--- src/rtl/sprite_rom_arbiter_if.sv ---
// Request, grant and ROM-return signals shared between the sprite requesters and the arbiter.
interface sprite_rom_arbiter_if #(
    parameter int N_REQ  = 4,
    parameter int ADDR_W = 8
);
    logic                    i_flush;
    logic [N_REQ-1:0]        i_req;
    logic [N_REQ*ADDR_W-1:0] i_addr;
    logic [N_REQ-1:0]        o_gnt;
    logic                    o_rom_en;
    logic [ADDR_W-1:0]       o_rom_addr;
    logic                    i_rom_data;
    logic [N_REQ-1:0]        o_valid;
    logic [N_REQ-1:0]        o_color;

    modport master (
        output i_flush,
        output i_req,
        output i_addr,
        output i_rom_data,
        input  o_gnt,
        input  o_rom_en,
        input  o_rom_addr,
        input  o_valid,
        input  o_color
    );

    modport slave (
        input  i_flush,
        input  i_req,
        input  i_addr,
        input  i_rom_data,
        output o_gnt,
        output o_rom_en,
        output o_rom_addr,
        output o_valid,
        output o_color
    );
endinterface

--- src/rtl/sprite_rom_arbiter.sv ---
// Round-robin arbiter sharing one single-port sprite ROM between the game's sprite requesters.
// One read in flight; returned pixels are steered back by a registered copy of the grant.
module sprite_rom_arbiter #(
    parameter int N_REQ  = 4,
    parameter int ADDR_W = 8
) (
    input  logic                clk,
    input  logic                rst_n,
    sprite_rom_arbiter_if.slave bus
);
    localparam int PTR_W = (N_REQ > 1) ? $clog2(N_REQ) : 1;

    logic [N_REQ-1:0]  gnt_q;
    logic [N_REQ-1:0]  gnt_d;
    logic              rom_en_q;
    logic              rom_en_d;
    logic [ADDR_W-1:0] rom_addr_q;
    logic [ADDR_W-1:0] rom_addr_d;
    logic [N_REQ-1:0]  tag_q;
    logic [N_REQ-1:0]  tag_d;
    logic [N_REQ-1:0]  color_q;
    logic [N_REQ-1:0]  color_d;
    logic [PTR_W-1:0]  ptr_q;
    logic [PTR_W-1:0]  ptr_d;

    logic [N_REQ-1:0]  cand_s;
    logic              win_found_s;
    logic [PTR_W-1:0]  win_idx_s;
    logic [ADDR_W-1:0] win_addr_s;
    logic [N_REQ-1:0]  color_cap_s;

    // Scans downward so the candidate closest to the pointer is the last one written.
    function automatic logic [PTR_W:0] rr_pick(
        input logic [N_REQ-1:0] cand,
        input logic [PTR_W-1:0] start
    );
        logic [PTR_W:0] res;
        int             idx;
        res = '0;
        for (int i = N_REQ - 1; i >= 0; i--) begin
            idx = (int'(start) + i) % N_REQ;
            if (cand[PTR_W'(idx)]) begin
                res = {1'b1, PTR_W'(idx)};
            end else begin
                res = res;
            end
        end
        return res;
    endfunction

    // The requester shown on o_gnt this cycle sits out the next search.
    always_comb begin
        cand_s                   = bus.i_req & ~gnt_q;
        {win_found_s, win_idx_s} = rr_pick(cand_s, ptr_q);
    end

    always_comb begin
        win_addr_s = '0;
        for (int k = 0; k < N_REQ; k++) begin
            win_addr_s = (win_idx_s == PTR_W'(k)) ? bus.i_addr[k*ADDR_W +: ADDR_W] : win_addr_s;
        end
    end

    // Returning pixel is visible on o_color in the same cycle as its o_valid pulse.
    always_comb begin
        color_cap_s = (color_q & ~tag_q) | (tag_q & {N_REQ{bus.i_rom_data}});
    end

    always_comb begin
        gnt_d      = '0;
        rom_en_d   = 1'b0;
        rom_addr_d = rom_addr_q;
        tag_d      = gnt_q;
        ptr_d      = ptr_q;
        color_d    = color_cap_s;
        if (bus.i_flush) begin
            tag_d   = '0;
            ptr_d   = '0;
            color_d = '0;
        end else if (win_found_s) begin
            gnt_d      = N_REQ'(1'b1) << win_idx_s;
            rom_en_d   = 1'b1;
            rom_addr_d = win_addr_s;
            ptr_d      = (win_idx_s == PTR_W'(N_REQ - 1)) ? '0 : win_idx_s + PTR_W'(1'b1);
        end else begin
            gnt_d    = '0;
            rom_en_d = 1'b0;
        end
    end

    always_ff @(posedge clk) begin
        if (!rst_n) begin
            gnt_q      <= '0;
            rom_en_q   <= 1'b0;
            rom_addr_q <= '0;
            tag_q      <= '0;
            color_q    <= '0;
            ptr_q      <= '0;
        end else begin
            gnt_q      <= gnt_d;
            rom_en_q   <= rom_en_d;
            rom_addr_q <= rom_addr_d;
            tag_q      <= tag_d;
            color_q    <= color_d;
            ptr_q      <= ptr_d;
        end
    end

    assign bus.o_gnt      = gnt_q;
    assign bus.o_rom_en   = rom_en_q;
    assign bus.o_rom_addr = rom_addr_q;
    assign bus.o_valid    = tag_q;
    assign bus.o_color    = color_cap_s;
endmodule

--- src/flat_wrapper.sv ---
// flat-port wrapper written by rule: the top's interface ports become plain ports
module sprite_rom_arbiter_flat 
#(
    parameter int N_REQ  = 4,
    parameter int ADDR_W = 8
)
  (clk, rst_n, bus_i_flush, bus_i_req, bus_i_addr, bus_i_rom_data, bus_o_gnt, bus_o_rom_en, bus_o_rom_addr, bus_o_valid, bus_o_color);
  sprite_rom_arbiter_if #(.N_REQ(N_REQ), .ADDR_W(ADDR_W)) bus_i ();
  input  logic clk;
  input  logic rst_n;
  input wire logic [$bits(bus_i.i_flush)-1:0] bus_i_flush;
  input wire logic [$bits(bus_i.i_req)-1:0] bus_i_req;
  input wire logic [$bits(bus_i.i_addr)-1:0] bus_i_addr;
  input wire logic [$bits(bus_i.i_rom_data)-1:0] bus_i_rom_data;
  output wire logic [$bits(bus_i.o_gnt)-1:0] bus_o_gnt;
  output wire logic [$bits(bus_i.o_rom_en)-1:0] bus_o_rom_en;
  output wire logic [$bits(bus_i.o_rom_addr)-1:0] bus_o_rom_addr;
  output wire logic [$bits(bus_i.o_valid)-1:0] bus_o_valid;
  output wire logic [$bits(bus_i.o_color)-1:0] bus_o_color;
  assign bus_i.i_flush = bus_i_flush;
  assign bus_i.i_req = bus_i_req;
  assign bus_i.i_addr = bus_i_addr;
  assign bus_i.i_rom_data = bus_i_rom_data;
  assign bus_o_gnt = bus_i.o_gnt;
  assign bus_o_rom_en = bus_i.o_rom_en;
  assign bus_o_rom_addr = bus_i.o_rom_addr;
  assign bus_o_valid = bus_i.o_valid;
  assign bus_o_color = bus_i.o_color;
  sprite_rom_arbiter #(.N_REQ(N_REQ), .ADDR_W(ADDR_W)) u_core (.clk(clk), .rst_n(rst_n), .bus(bus_i));
endmodule
--- config.mk ---
export PLATFORM = sky130hd
export DESIGN_NAME = sprite_rom_arbiter_flat
export DESIGN_NICKNAME = d
export VERILOG_FILES = /design/src/rtl/sprite_rom_arbiter_if.sv /design/src/rtl/sprite_rom_arbiter.sv /design/src/flat_wrapper.sv
export SDC_FILE = /design/constraint.sdc
export NUM_CORES = 1
export LEC_CHECK = 0
export BUFFER_PORTS_ARGS = -buffer_cell sky130_fd_sc_hd__buf_2
export CORE_MARGIN = 2
export CORE_UTILIZATION = 40
export DETAILED_ROUTE_END_ITERATION = 8
export PLACE_DENSITY = 0.75
export REMOVE_ABC_BUFFERS = 1
export SLEW_MARGIN = 25
export SYNTH_ARGS = -nofsm -noshare
export SYNTH_HDL_FRONTEND = slang
export SYNTH_SLANG_ARGS = --single-unit
--- constraint.sdc ---
create_clock -name clk -period 2.1 [get_ports clk]
set_clock_uncertainty 0.15 [all_clocks]
set_input_delay 0.42 -clock clk [delete_from_list [all_inputs] [get_ports clk]]
set_output_delay 0.42 -clock clk [all_outputs]
set_load 0.05 [all_outputs]
==> metrics.csv <==
stage,metric,value,unit
yosys,mux contribution to synthesized area,4.64,%
yosys,post-synthesis sequential area ratio,38.8,%
yosys,"FF+latch count, synth",23,
worst_setup_path,Worst R2R Setup Slack,0.1,ns
cts,Num CTS Buffers,3,
yosys,mean post-synth cell area,8.24,um2
worst_setup_path,Crit Path Max Fanout,16,
pwr,worst vdd ir,689,uV
global_route,vias in the first global route,1194,
pwr,Pwr Density,671,nW/um2
floorplanning,row count,19,
routing,WL per Instance,11.7,um
routing,drt drc,0,
yosys,synth warn,0,
placed_design,I/O Buffers,60,
global_route,initial antenna violation count,0,
yosys,post-synthesis compound-gate area fraction,27.2,%
yosys,async set-reset flop share out of synthesis,0,%
worst_setup_path,r2r startpoint,u_core.ptr_q[1]$_SDFFE_PP0N_,
yosys,post-synthesis simple-gate area fraction,17.3,%
yosys,synth unique cells,32,
timing,worst hold margin,0.278,ns
routing,DR vias/cell,5.11,
worst_setup_path,Startpoint Class,register,
timing,Final Max Slew Viols,0,
outcome,run status,finished clean,
yosys,Synth Instances,144,
worst_setup_path,R2R cell count,9,
run,number of max-cap violations,0,
pwr,LEAKAGE,0.875,nW
global_route,met2 Use GR,31.3,%
floorplanning,die area,3420,um2
timing,period utilization,95.3,%
finish,"most common cell after layout, fill and taps aside",buf_2,
cts,clock sinks,23,
floorplanning,Die X,58.5,um
yosys,XOR/XNOR share of the synthesized area,0,%
yosys,count of flip-flops with a built-in enable after synthesis,0,
worst_setup_path,CP endpoint kind,register,
yosys,Post-synth top flop,dfxtp_1,
routing,total number of vias,1277,
finish,Area growth syn-to-layout,46.5,%
floorplanning,die height,58.5,um
floorplanning,Core Area,2780,um2
hold_path,hold endpoint,u_core.ptr_q[0]$_SDFFE_PP0N_,
cts,Longest Clk Path Bufs,2,
yosys,largest family of logic cells by synthesized area,compound AO/OA/AOI/OAI gates,
hold_path,HP Class,in2reg,
placed_design,Post-DP HPWL,2280,um
yosys,Adder-Cell Fraction of Synth Area,4.22,%
finish,layout cells sized above 1,47.9,%
routing,remaining antenna violation count,0,
placed_design,Placement Setup Slack,-0.213,ns
yosys,Mapped Area,1190,um2
timing,Max Freq,500,MHz
global_route,most used routing layer,met2,
cts,hold_buf cts,0,
global_route,GRT Overall Usage,18.0,%
floorplanning,Starting Density,42.6,%
worst_setup_path,CP Data Required Time,2.14,ns
global_route,grt ovf,0,
worst_setup_path,RR Endpoint,u_core.bus.o_rom_addr[4]$_SDFFE_PN0P_,
cts,Clock Latency Late Sink,0.30,ns
finish,Antenna Cells,0,
floorplanning,Top Ports,61,
global_route,largest net degree at the start of global routing,17,
hold_path,Hold Path Depth,4,
routing,WL final,2930,um
routing,Initial DRC Count,21,
hold_path,min-delay src,bus_i_flush,
finish,nets,264,
global_route,first-pass GRT wire length,4870,um
cts,Worst-path clk slew,0.12,ns
finish,"commonest non-fill, non-tap cells in the layout","60 x buf_2, 24 x a21oi_1, 21 x dfxtp_1",
timing,worst rel slew slack,73.2,%
global_route,grt met3 use,6.81,%
worst_setup_path,WP data arrival,2.04,ns
cts,H-Tree Depth,1,
timing,Hold Fails Final Rpt,0,
cts,CTS tree,built,
cts,Clock Tree Root,clkbuf_4,
timing,final worst setup slack,0.0987,ns
global_route,met1 usage,21.6,%
timing,Worst Tran Pin Value,0.398,ns
timing,crit path time final,2.00,ns
placed_design,GPL Wtd Cong,0.876,
worst_setup_path,Crit Path Category,reg2reg,
routing,Detailed Routing Iterations Pass 1,4,
timing,Final setup viols,0,
[registers in the layout, indices dropped and copies added, names as in the netlist]
| register | cells |
|---|---|
| u_core.bus.o_rom_en | 1 |
| u_core.bus.o_valid | 4 |
| u_core.color_q | 4 |
| u_core.bus.o_gnt | 4 |
| u_core.ptr_q | 2 |
| u_core.bus.o_rom_addr | 8 |
[report_power, final]
group          internal (mW)  switching [mW]
clock network         0.0740           0.122
registers              0.465          0.0200
logic                  0.210           0.275
[cells by family (layout without fill, tap and decap cells)]
| family | Yosys count | in the layout |
|---|---|---|
| AO/OA/AOI/OAI | 55 | 55 |
| flip-flops | 23 | 23 |
| AND/OR/NAND/NOR | 35 | 35 |
| buffers and inverters | 22 | 97 |
| multiplexers | 5 | 5 |
| adder cells (fa/ha/maj) | 4 | 4 |
[timing repair]
item / CTS / global route
setup endpoints to repair: 8 / 8
resized for setup: 4 / 14
buffers inserted: 0 / 2
pin swaps: 2 / 6
[layer usage]
metal | share of wire [%] | up-vias
met5 | 0 | -
met4 | 0.58 | 0
met3 | 8.3 | 4
met2 | 50 | 46
met1 | 42 | 575
li1 | - | 652
[synthesized netlist by cell type (all sizes together), types with 2 or more instances]
cell / instances / share of area (%)
buf: 3 / 1.8
dfxtp: 23 / 39
inv: 13 / 4.1
nor2b: 5 / 3.9
nor3: 4 / 1.7
ha: 4 / 4.2
o21ai: 16 / 7.4
nand2b: 2 / 1.1
and2: 8 / 4.3
clkbuf: 6 / 1.9
mux2: 4 / 3.8
nand2: 10 / 3.2
a21oi: 25 / 11
a22oi: 8 / 5.1
[layout make-up]
type	instances	area, um2
tap	31	38.8
sequential	23	465
multi-input combinational	99	683
inverter	13	48.8
fill	255	1040
clock buffer	4	26.3
timing repair buffer	80	475
[how the worst max path moves through the flow]
stage / to / slack [ns] / from
after global placement: u_core.bus.o_rom_addr[4]$_SDFFE_PN0P_ / -0.18 / bus_i_req[2]
after global routing: u_core.bus.o_rom_addr[6]$_SDFFE_PN0P_ / -0.03 / u_core.ptr_q[1]$_SDFFE_PP0N_
after detailed placement: u_core.bus.o_rom_addr[2]$_SDFFE_PN0P_ / -0.21 / bus_i_req[0]
final: u_core.bus.o_rom_addr[4]$_SDFFE_PN0P_ / 0.1 / u_core.ptr_q[1]$_SDFFE_PP0N_
after CTS: u_core.bus.o_rom_addr[2]$_SDFFE_PN0P_ / 0.0003 / u_core.bus.o_gnt[0]$_SDFF_PP0_
after floorplan: u_core.bus.o_rom_addr[6]$_SDFFE_PN0P_ / -0.24 / u_core.bus.o_gnt[2]$_SDFF_PP0_
[per-stage QoR]
step / setup TNS, ns / cells / utilization (%) / power (mW) / instance area [um2]
3_3_place_gp: -1.07 / 244 / 59.0 / 0.938 / 1640
4_1_cts: 0 / 248 / 60.2 / 1.14 / 1670
3_5_place_dp: -1.40 / 244 / 59.0 / 0.942 / 1640
6_report: 0 / 250 / 62.5 / 1.17 / 1740
2_1_floorplan: -1.88 / 135 / - / 0.768 / 1140
5_1_grt: -0.0560 / 250 / 62.5 / 1.25 / 1740
[critical path, cell delays in order (launching register included)]
cell and delay (ns):
dfxtp_4 0.39, buf_4 0.14, a31oi_1 0.14, and3_1 0.24, buf_4 0.15, ha_1 0.19
buf_12 0.15, a21oi_1 0.04, a22oi_1 0.21, a21oi_1 0.09
(Power assumes the default switching activity.)
